## src/rtl/alu_test_sequencer_pkg.sv

```systemverilog
// Shared types and helpers for the ALU board-level test sequencer.
// One-hot state encoding, display constants, sizing functions.
package alu_test_sequencer_pkg;

  localparam int S_LOAD  = 0;
  localparam int S_CTRL  = 1;
  localparam int S_START = 2;
  localparam int S_WAIT  = 3;
  localparam int S_SHOW  = 4;
  localparam int S_ERR   = 5;

  typedef enum logic [5:0] {
    ST_LOAD  = 6'b000001,
    ST_CTRL  = 6'b000010,
    ST_START = 6'b000100,
    ST_WAIT  = 6'b001000,
    ST_SHOW  = 6'b010000,
    ST_ERR   = 6'b100000
  } state_t;

  localparam logic [15:0] ERR_DISP = 16'hEEEE;
  localparam int DISP_W  = 16;
  localparam int LED_MAX = 31;

  function automatic int cdiv(input int a, input int b);
    return (a + b - 1) / b;
  endfunction

  function automatic int cbits(input int n);
    return (n > 1) ? $clog2(n) : 1;
  endfunction

endpackage

```

## src/rtl/alu_test_sequencer_disp.sv

```systemverilog
// Hex display paging and status LED decode for the ALU sequencer.
// Purely combinational from registered sequencer state.
module alu_test_sequencer_disp
  import alu_test_sequencer_pkg::*;
#(
  parameter int DATA_W = 32,
  parameter int FLAG_W = 5,
  parameter int PAGES  = 2,
  parameter int PG_W   = 1,
  parameter int IDX_W  = 2
) (
  input  state_t              state,
  input  logic [IDX_W-1:0]    idx,
  input  logic [PG_W-1:0]     page,
  input  logic [DATA_W-1:0]   result_reg,
  input  logic [FLAG_W-1:0]   flags_reg,
  output logic [15:0]         disp_data,
  output logic                disp_en,
  output logic [15:0]         led
);

  logic [PAGES*DISP_W-1:0] res_pad;
  logic [4:0]              idx_led;
  logic [4:0]              pos_led;
  logic [4:0]              flag_led;

  always_comb begin
    res_pad = '0;
    res_pad[DATA_W-1:0] = result_reg;
  end

  // Load index saturates so large operand sets still show a sane value
  always_comb begin
    idx_led = 5'(idx);
    if (int'(idx) > LED_MAX) idx_led = 5'(LED_MAX);
  end

  always_comb begin
    pos_led  = state[S_LOAD] ? idx_led : 5'(page);
    flag_led = state[S_SHOW] ? 5'(flags_reg) : 5'd0;
    led      = {flag_led, pos_led, state};
  end

  always_comb begin
    disp_data = '0;
    disp_en   = 1'b0;
    unique case (1'b1)
      state[S_SHOW]: begin
        disp_en   = 1'b1;
        disp_data = res_pad[page*DISP_W +: DISP_W];
      end
      state[S_ERR]: begin
        disp_en   = 1'b1;
        disp_data = ERR_DISP;
      end
      default: ;
    endcase
  end

endmodule

```

## src/rtl/alu_test_sequencer.sv

```systemverilog
// Switch/button driven stimulus and readback sequencer for float_alu.
// Loads operands in chunks, fires one start, waits with timeout, pages result.
module alu_test_sequencer
  import alu_test_sequencer_pkg::*;
#(
  parameter int DATA_W  = 32,
  parameter int SW_W    = 16,
  parameter int N_OPS   = 2,
  parameter int CTRL_W  = 5,
  parameter int FLAG_W  = 5,
  parameter int TIMEOUT = 1024
) (
  input  logic                      clk,
  input  logic                      rst_n,
  input  logic [SW_W-1:0]           sw,
  input  logic                      step,
  input  logic                      abort,
  output logic [N_OPS*DATA_W-1:0]   ops,
  output logic [CTRL_W-1:0]         ctrl,
  output logic                      start,
  input  logic                      valid_in,
  input  logic [DATA_W-1:0]         result,
  input  logic [FLAG_W-1:0]         flags,
  output logic [15:0]               disp_data,
  output logic                      disp_en,
  output logic [15:0]               led
);

  localparam int CHUNKS = cdiv(DATA_W, SW_W);
  localparam int PAGES  = cdiv(DATA_W, DISP_W);
  localparam int NLOAD  = N_OPS * CHUNKS;
  localparam int IDX_W  = cbits(NLOAD);
  localparam int PG_W   = cbits(PAGES);
  localparam int CNT_W  = cbits(TIMEOUT);

  state_t             state, state_next;
  logic [IDX_W-1:0]   idx;
  logic [PG_W-1:0]    page;
  logic [CNT_W-1:0]   cnt;
  logic [DATA_W-1:0]  result_reg;
  logic [FLAG_W-1:0]  flags_reg;

  logic wr_chunk, ctrl_ld, res_ld, page_inc;
  logic last_chunk, timeout_hit, last_page;

  assign last_chunk  = (idx == IDX_W'(NLOAD - 1));
  assign timeout_hit = (cnt == CNT_W'(TIMEOUT - 1));
  assign last_page   = (page == PG_W'(PAGES - 1));

  always_comb begin
    state_next = state;
    wr_chunk   = 1'b0;
    ctrl_ld    = 1'b0;
    res_ld     = 1'b0;
    page_inc   = 1'b0;
    if (abort) begin
      state_next = ST_LOAD;
    end else begin
      unique case (state)
        ST_LOAD: begin
          if (step) begin
            wr_chunk = 1'b1;
            if (last_chunk) state_next = ST_CTRL;
          end
        end
        ST_CTRL: begin
          if (step) begin
            ctrl_ld    = 1'b1;
            state_next = ST_START;
          end
        end
        ST_START: state_next = ST_WAIT;
        ST_WAIT: begin
          if (valid_in) begin
            res_ld     = 1'b1;
            state_next = ST_SHOW;
          end else if (timeout_hit) begin
            state_next = ST_ERR;
          end
        end
        ST_SHOW: page_inc = step;
        ST_ERR: begin
          if (step) state_next = ST_LOAD;
        end
        default: state_next = ST_LOAD;
      endcase
    end
  end

  always_ff @(posedge clk) begin
    if (!rst_n) begin
      state      <= ST_LOAD;
      idx        <= '0;
      page       <= '0;
      cnt        <= '0;
      ops        <= '0;
      ctrl       <= '0;
      start      <= 1'b0;
      result_reg <= '0;
      flags_reg  <= '0;
    end else begin
      state <= state_next;
      start <= (state_next == ST_START);

      if (abort) begin
        idx  <= '0;
        page <= '0;
      end else begin
        if (wr_chunk) idx <= last_chunk ? '0 : idx + 1'b1;
        if (res_ld) page <= '0;
        else if (page_inc) page <= last_page ? '0 : page + 1'b1;
      end

      if (ctrl_ld) ctrl <= sw[CTRL_W-1:0];

      if (res_ld) begin
        result_reg <= result;
        flags_reg  <= flags;
      end

      if (state == ST_START) cnt <= '0;
      else if (state == ST_WAIT) cnt <= cnt + 1'b1;

      // Chunk bits beyond DATA_W are dropped on the last chunk of each operand
      if (wr_chunk) begin
        for (int k = 0; k < N_OPS; k++) begin
          for (int c = 0; c < CHUNKS; c++) begin
            if (idx == IDX_W'(k * CHUNKS + c)) begin
              for (int b = 0; b < SW_W; b++) begin
                if (c * SW_W + b < DATA_W)
                  ops[k*DATA_W + c*SW_W + b] <= sw[b];
              end
            end
          end
        end
      end
    end
  end

  alu_test_sequencer_disp #(
    .DATA_W (DATA_W),
    .FLAG_W (FLAG_W),
    .PAGES  (PAGES),
    .PG_W   (PG_W),
    .IDX_W  (IDX_W)
  ) u_disp (
    .state      (state),
    .idx        (idx),
    .page       (page),
    .result_reg (result_reg),
    .flags_reg  (flags_reg),
    .disp_data  (disp_data),
    .disp_en    (disp_en),
    .led        (led)
  );

endmodule

```

## config.mk

```make
export PLATFORM = sky130hd
export DESIGN_NAME = alu_test_sequencer
export DESIGN_NICKNAME = d
export VERILOG_FILES = /design/src/rtl/alu_test_sequencer_pkg.sv /design/src/rtl/alu_test_sequencer_disp.sv /design/src/rtl/alu_test_sequencer.sv
export SDC_FILE = /design/constraint.sdc
export NUM_CORES = 1
export LEC_CHECK = 0
export CAP_MARGIN = 15
export CORE_MARGIN = 10
export CORE_UTILIZATION = 50
export DETAILED_ROUTE_END_ITERATION = 16
export MAX_ROUTING_LAYER = met4
export PLACE_DENSITY = 0.87
export SLEW_MARGIN = 0
export SYNTH_ARGS = -nofsm -noshare
export SYNTH_HDL_FRONTEND = slang
export SYNTH_SLANG_ARGS = --single-unit
```

## constraint.sdc

```tcl
create_clock -name clk -period 5.7 [get_ports clk]
set_input_delay 1.71 -clock clk [delete_from_list [all_inputs] [get_ports clk]]
set_output_delay 1.71 -clock clk [all_outputs]
set_load 0.01 [all_outputs]
```

==> results of run 1 <==
## cells in the final DEF, fill, tap and decap left out, types with 3 or more instances in the layout
| master | count |
|---|---|
| buf_4 | 4 |
| clkbuf_16 | 16 |
| a21o_1 | 12 |
| inv_8 | 5 |
| nor2b_1 | 5 |
| clkinv_4 | 5 |
| conb_1 | 3 |
| nor2_1 | 67 |
| dfxtp_1 | 126 |
| a21oi_1 | 59 |
| mux2_2 | 13 |
| clkdlybuf4s50_1 | 157 |
| nand3_1 | 5 |
| xnor2_1 | 6 |
| nor3_1 | 5 |
| nand2_2 | 3 |
| inv_1 | 6 |
| ha_1 | 5 |
| nand4_1 | 4 |
| xor2_1 | 5 |
| inv_6 | 3 |
| and2_1 | 8 |
| mux2i_1 | 58 |
| nand2_1 | 131 |
## power breakdown
| group | leakage, nW | switching [mW] | internal (mW) |
|---|---|---|---|
| clock network | 0.276 | 0.449 | 0.559 |
| logic | 1.73 | 0.0543 | 0.0596 |
| registers | 1.02 | 0.00549 | 0.888 |
## cell type report
class,instances,share of cell area (%)
flip-flops and latches,126,34.4
multi-input cells,417,33.4
repair buffers,161,21.8
clock buffers,17,5.64
well taps,136,2.32
clock inverters,15,2.05
inverters,7,0.358
## routing by layer
metal  global-route usage [%]  wire, µm  part of all wire [%]
met3                     8.51      1430                   9.1
met5                        -         0                     0
met2                     35.4      7630                    48
met1                     24.5      6580                    42
met4                     6.63       174                   1.1
## path summary, 6_finish.rpt
| kind | cells past startpoint | end | slack [ps] | startpoint |
|---|---|---|---|---|
| setup / recovery | 3 | disp_data[3] | 1410 | last_page |
| hold / removal | 2 | flags_reg[2] | 450 | flags_reg[2] |
| setup reg to reg | 5 | ops[21] | 3020 | state[5] |
| hold reg to reg | 2 | flags_reg[2] | 450 | flags_reg[2] |
## logic make-up after synthesis
| group | after synthesis |
|---|---|
| AOI/OAI and AO/OA | 82 |
| xor gates and xnor gates | 11 |
| adders and majority gates | 5 |
| buffers and inverters | 47 |
| DFF | 126 |
| muxes | 71 |
| other | 1 |
| and+or+nand+nor | 245 |
## per-stage QoR
stage          utilization (%)  setup WS [ps]  total power, mW
4_1_cts                   71.7           1410             2.03
3_5_place_dp              66.2           1860             1.02
6_report                  71.7           1410             2.02
2_1_floorplan                -           2420            0.954
3_3_place_gp              66.2           1940             1.02
5_1_grt                   71.7           1320             2.08
## worst reg2reg max path, cell delays in order, from the launching register on
cell	delay, ps
dfxtp_1	600
or4_4	600
nor3_4	250
nand4_1	670
nand2_1	310
a21oi_1	100
==> impl_metrics.yaml, run 1 <==
timing:
  finalCritPeriodShare_pct: 75.3
  fin_hold_ws_ps: 452
  period_needed_ps: 4290
  skew_ps: 7.23
  tightest_slew_ps: 982
  drv_slew: 0
  rsz0062_at_grt: "no"
  fmax_ghz: 0.233
  finalSetupTns_ps: 0
  relSlewSlack_pct: 34.4
  finalHoldViolCount: 0
  setup_violations: 0
layout:
  drive_gt1_share_pct: 7.94
  layout.cells.non_filler: 879
  multi_input_area_um2: 2450
  fillCellCount: 739
  largest_reg_flops: 64
  n_antenna_cell: 0
  final_nets: 793
  seqCellArea_um2: 2520
  synthToLayoutAreaGrowth_pct: 41.2
  design_area_um2: 7340
clock_tree:
  clockBufferDepth: 2
  clk_latency_ps: 530
  cts-buffers-inserted: 17
  cts_tree: "yes"
  post_cts_buffers: 0
  cts-resized-gates: 0
  htreeDepth: 4
  cts_root_buffer: "clkbuf_8"
  path_clk_slew_ps: 60
  postCtsHoldBufs: 0
  cts.sinks: 126
grt:
  grt_max_degree: 90
  antenna_found_initial: 0
  grt_pass1_wl_um: 25300
  grt_pass1_vias: 4961
  grt.total_usage_pct: 21.9
  grt-ovfl-total: 0
synthesis:
  ys.flop_type: "dfxtp_1"
  syn_inst: 588
  yosys.area.top_type: "dfxtp_1"
  synth_top_area_share_pct: 48.5
  synth_mux_area_share_pct: 14.0
  yosysSeqAreaShare_pct: 48.5
  synth_xor_area_share_pct: 1.85
  synth_fa_ha_area_share_pct: 1.20
  synth-simple-area-share_pct: 20.7
  synth_top_cells_by_area: "dfxtp_1, mux2i_1, nand2_1, a21oi_1, nor2_1"
  ys_warn_count: 0
  ys_top_cells_by_count: "nand2_1, dfxtp_1, nor2_1"
  synth_compound_area_share_pct: 9.27
  synth.distinct_cells: 44
  synth_top_family_by_area: "simple AND/OR/NAND/NOR gates"
  syn_area_um2: 5200
  synth-edff-count: 0
  yosysMostFrequentCell: "nand2_1"
  avgSynthCellArea_um2: 8.84
  synth_seq_cells: 126
  async_flop_share_pct: 0
hold_path:
  min_path_type: "reg2reg"
setup_path:
  crit_path_end_kind: "output pin"
  cp_max_fo: 18
  arrival_ps: 2580
  path_buf_inv: 1
  crit_required_ps: 3990
  path_cells: "mux2_2 > a21o_1 > clkdlybuf4s50_1"
  worstSetupStartpointType: "register"
  slowest_stage: "dfxtp_1"
  critPathKind: "reg2out"
  critPathMaxStageDelay_ps: 960
  crit_family: "flip-flops"
placed_design:
  gp_congestion: 0.857
  io_buffers: 157
  dp_cells: 847
  dp_hpwl_um: 10900
  place_area_um2: 6780
floorplanning:
  die_area_um2: 14900
  die_x_um: 122
  die_h_um: 122
  num_rows: 37
  core_um2: 10200
  start_util_pct: 50.8
  io_pins: 161
routing:
  drt_iter0_drc: 295
  drc: 0
  routed_wl_um: 15800
  ant_nets: 0
  drtPass1Iterations: 5
  num_vias: 4681
  avgRoutedWirePerCell_um: 18.0
  vias_per_cell: 5.33
power:
  p_per_area_nw_per_um2: 275
  p_leak_nw: 3.02
  irDropWorstVdd_mv: 0.180
run_status:
  status: "finished, final reports clean"
job:
  maxCapViolCount: 0
(Power assumes the default switching activity.)
==> run 2: changes to the inputs <==
Settings changed: CORE_UTILIZATION 50 to 47, PLACE_DENSITY 0.87 to 0.82.
Clock period 5.7 ns to 4 ns, I/O delays scaled along.
==> run 2 against run 1 <==
  * Flip-flop and latch count is the same
  * Cell count is 0.91% higher
  * Register-to-register slack lost 1700 ps
  * Non-clock buffer count is 4 higher
  * Total power up 51%
  * Count of clock-buffer cells in the layout is 2 higher
  * Cell area up 1.7%
==> impl_metrics.yaml, run 2 (synthesis results as in run 1) <==
setup_path:
  worstSetupStartpointType: "register"
  arrival_ps: 2510
  crit_path_end_kind: "output pin"
  r2r_setup_slack_ps: 1290
  cp_max_fo: 18
  crit_required_ps: 2800
  critPathKind: "reg2out"
routing:
  wl_met2_um: 7280
  avgRoutedWirePerCell_um: 17.5
  vias_per_cell: 5.22
  drtPass1Iterations: 5
  ant_nets: 0
  wl_met1_um: 6370
  drt_iter0_drc: 266
  drc: 0
  num_vias: 4634
  routed_wl_um: 15500
  wl_met3_um: 1710
  highest_layer: "met4"
timing:
  rsz0062_at_grt: "no"
  finalCritPeriodShare_pct: 92.8
  period_needed_ps: 3710
  setup_violations: 0
  fin_hold_ws_ps: 454
  finalHoldViolCount: 0
  fmax_ghz: 0.269
  drv_slew: 0
  finalSetupTns_ps: 0
  relSlewSlack_pct: 37.8
  skew_ps: 7.10
  tightest_slew_ps: 931
power:
  p_leak_nw: 3.07
  p_total_mw: 3.05
  p_per_area_nw_per_um2: 408
  irDropWorstVdd_mv: 0.290
clock_tree:
  htreeDepth: 4
  cts.sinks: 126
  clk_latency_ps: 510
  cts-resized-gates: 0
  cts_root_buffer: "clkbuf_8"
  cts_tree: "yes"
  cts-buffers-inserted: 17
  post_cts_buffers: 0
  postCtsHoldBufs: 0
  path_clk_slew_ps: 60
  clockBufferDepth: 2
layout:
  layout_commonest_cell: "clkdlybuf4s50_1"
  synthToLayoutAreaGrowth_pct: 43.6
  final_util_pct: 68.9
  n_antenna_cell: 0
  final_nets: 797
  final_cell_mix: "clkdlybuf4s50_1, nand2_1, dfxtp_1"
  fillCellCount: 816
  largest_reg_flops: 64
  drive_gt1_share_pct: 8.43
floorplanning:
  core_um2: 10800
  die_x_um: 125
  die_h_um: 125
  num_rows: 38
  start_util_pct: 48.0
  io_pins: 161
  die_area_um2: 15700
grt:
  grt_max_degree: 56
  antenna_found_initial: 0
  grt.total_usage_pct: 19.8
  grt-ovfl-total: 0
  grt_pass1_wl_um: 24900
  grt_pass1_vias: 4947
hold_path:
  min_path_type: "reg2reg"
placed_design:
  io_buffers: 157
  gp_congestion: 0.862
  dp_hpwl_um: 10800
run_status:
  status: "finished, final reports clean"
job:
  maxCapViolCount: 0
-- run 2: final timing paths --
check,startpoint,endpoint,cells past startpoint
worst max-delay path,last_page,disp_data[5],3
worst min-delay path,result_reg[31],result_reg[31],2
worst max register to register,state[4],result_reg[23],7
worst min register to register,result_reg[31],result_reg[31],2
-- run 2: worst max-delay path, cell delays in order, from the launching register on --
cell             delay [ps]
dfxtp_1                 910
mux2_2                  410
a21o_1                  190
clkdlybuf4s50_1         490
-- run 2: per-stage QoR --
| stage | setup slack (ps) | area [µm²] | std cells |
|---|---|---|---|
| floorplan | 1230 | 5210 | 590 |
| global placement | 821 | 6840 | 855 |
| detailed placement | 728 | 6840 | 855 |
| CTS | 270 | 7460 | 887 |
| global route | 173 | 7460 | 887 |
| finish | 287 | 7460 | 887 |
-- run 2: cell type report --
class | count | area [µm²] | share of cell area [%]
Clock buffer | 19 | 442 | 5.92
Clock inverter | 13 | 188 | 2.51
Inverter | 7 | 26.3 | 0.352
Multi-Input combinational cell | 417 | 2450 | 32.9
Sequential cell | 126 | 2520 | 33.8
Tap cell | 140 | 175 | 2.35
Timing Repair Buffer | 165 | 1660 | 22.2
-- run 2: power breakdown --
group | switching [mW] | internal, mW
combinational | 0.0758 | 0.0871
sequential | 0.00713 | 1.27
clock | 0.565 | 1.05
-- run 2: per-layer routing --
layer,up-vias,GRT usage (%)
li1,2240,-
met1,2205,21.5
met2,175,31.2
met3,14,10.2
met4,0,5.62
met5,-,-
==> run 3: changes to the inputs <==
--- a/config.mk
+++ b/config.mk
@@ -8,3 +8,3 @@
 export CAP_MARGIN = 15
-export CORE_MARGIN = 10
+export CORE_MARGIN = 2
 export CORE_UTILIZATION = 47
--- a/constraint.sdc
+++ b/constraint.sdc
@@ -3,2 +3,2 @@
 set_output_delay 1.2 -clock clk [all_outputs]
-set_load 0.01 [all_outputs]
+set_load 0.02 [all_outputs]
==> run 3 against run 2 <==
  * Total power shrank 3.8%
  * Critical endpoint is now disp_data[11]
  * Highest routed layer unchanged
  * Flip-flop and latch count unchanged
  * Routed wire length decreased by 7.6%
  * Cell area decreased by 0.92%
  * Cell count fell by 0.45%
  * Register-to-register slack improved by 120 ps
  * Largest cell class unchanged
==> impl_metrics.yaml, run 3 (synthesis results as in run 1) <==
floorplanning:
  die_h_um: 109
  die_x_um: 109
  io_pins: 161
  start_util_pct: 48.2
  core_um2: 10800
  num_rows: 38
  die_area_um2: 11900
clock_tree:
  htreeDepth: 4
  cts_tree: "yes"
  clockBufferDepth: 2
  cts_root_buffer: "clkbuf_8"
  path_clk_slew_ps: 60
  cts-buffers-inserted: 17
  clk_latency_ps: 510
  cts-resized-gates: 0
  postCtsHoldBufs: 0
  post_cts_buffers: 0
  cts.sinks: 126
routing:
  routed_wl_um: 14300
  avgRoutedWirePerCell_um: 16.2
  vias_per_cell: 5.30
  wl_met2_um: 6970
  wl_met3_um: 1490
  highest_layer: "met4"
  drt_iter0_drc: 350
  num_vias: 4676
  drc: 0
  wl_met1_um: 5830
  drtPass1Iterations: 5
  ant_nets: 0
timing:
  rsz0062_at_grt: "no"
  relSlewSlack_pct: 37.7
  finalCritPeriodShare_pct: 93.6
  fmax_ghz: 0.267
  period_needed_ps: 3740
  setup_violations: 0
  drv_slew: 0
  finalHoldViolCount: 0
  skew_ps: 8.69
  tightest_slew_ps: 934
  finalSetupTns_ps: 0
setup_path:
  crit_path_end_kind: "output pin"
  critPathKind: "reg2out"
  critPathMaxStageDelay_ps: 880
  slowest_stage: "dfxtp_1"
  cp_max_fo: 17
  worstSetupStartpointType: "register"
  path_cells: "mux2_2 > a21o_1 > clkdlybuf4s50_1"
  arrival_ps: 2540
  crit_required_ps: 2800
layout:
  final_util_pct: 68.5
  n_antenna_cell: 0
  synthToLayoutAreaGrowth_pct: 42.3
  layout.cells.non_filler: 883
  final_cell_mix: "clkdlybuf4s50_1, nand2_1, dfxtp_1"
  layout_commonest_cell: "clkdlybuf4s50_1"
  fillCellCount: 828
  final_nets: 795
  design_area_um2: 7400
  largest_reg_flops: 64
  drive_gt1_share_pct: 7.54
placed_design:
  dp_cells: 853
  dp_hpwl_um: 9580
  io_buffers: 157
  place_area_um2: 6830
  gp_congestion: 0.874
grt:
  grt_pass1_vias: 4603
  grt_max_degree: 66
  grt-ovfl-total: 0
  grt.total_usage_pct: 24.5
  grt_pass1_wl_um: 21900
  antenna_found_initial: 0
hold_path:
  min_path_type: "reg2reg"
job:
  maxCapViolCount: 0
power:
  p_per_area_nw_per_um2: 396
  p_total_mw: 2.93
  p_leak_nw: 3.05
  irDropWorstVdd_mv: 0.282
run_status:
  status: "finished, final reports clean"
[run 3: metrics by stage]
| stage | worst slack, ps | hold slack [ps] |
|---|---|---|
| 2_1_floorplan | 1190 | 432 |
| 5_1_grt | 160 | 475 |
| 3_3_place_gp | 756 | 439 |
| 4_1_cts | 233 | 455 |
| 6_report | 258 | 450 |
| 3_5_place_dp | 685 | 447 |
[run 3: routing by layer]
layer / track usage (%) / vias up
li1: - / 2243
met4: 6.42 / 0
met5: - / -
met2: 39.4 / 189
met1: 28.3 / 2240
met3: 10.3 / 4
[run 3: final timing paths]
kind	slack (ps)	from	end	cells after the start
min reg2reg	450	flags_reg[4]	flags_reg[4]	2
min	450	flags_reg[4]	flags_reg[4]	2
max	260	last_page	disp_data[11]	3
max reg2reg	1410	state[5]	ops[18]	5
[run 3: critical path: cells and delay by family (launching register included)]
| family | cells | cell delay [ps] |
|---|---|---|
| compound gates | 1 | 180 |
| buf+inv | 1 | 550 |
| flops | 1 | 880 |
| mux | 1 | 420 |
[run 3: power breakdown]
group	switching (mW)	internal, mW	leakage, nW
Combinational	0.0836	0.0865	1.75
Sequential	0.00713	1.27	1.02
Clock	0.518	0.969	0.284
Total	0.609	2.32	3.05
[run 3: final cells by class]
cell class	count	area (µm²)	share of cell area, %
Clock buffer	22	453	6.12
Clock inverter	8	115	1.56
Inverter	7	26.3	0.355
Multi-Input combinational cell	417	2450	33.2
Sequential cell	126	2520	34.1
Tap cell	140	175	2.37
Timing Repair Buffer	163	1650	22.3
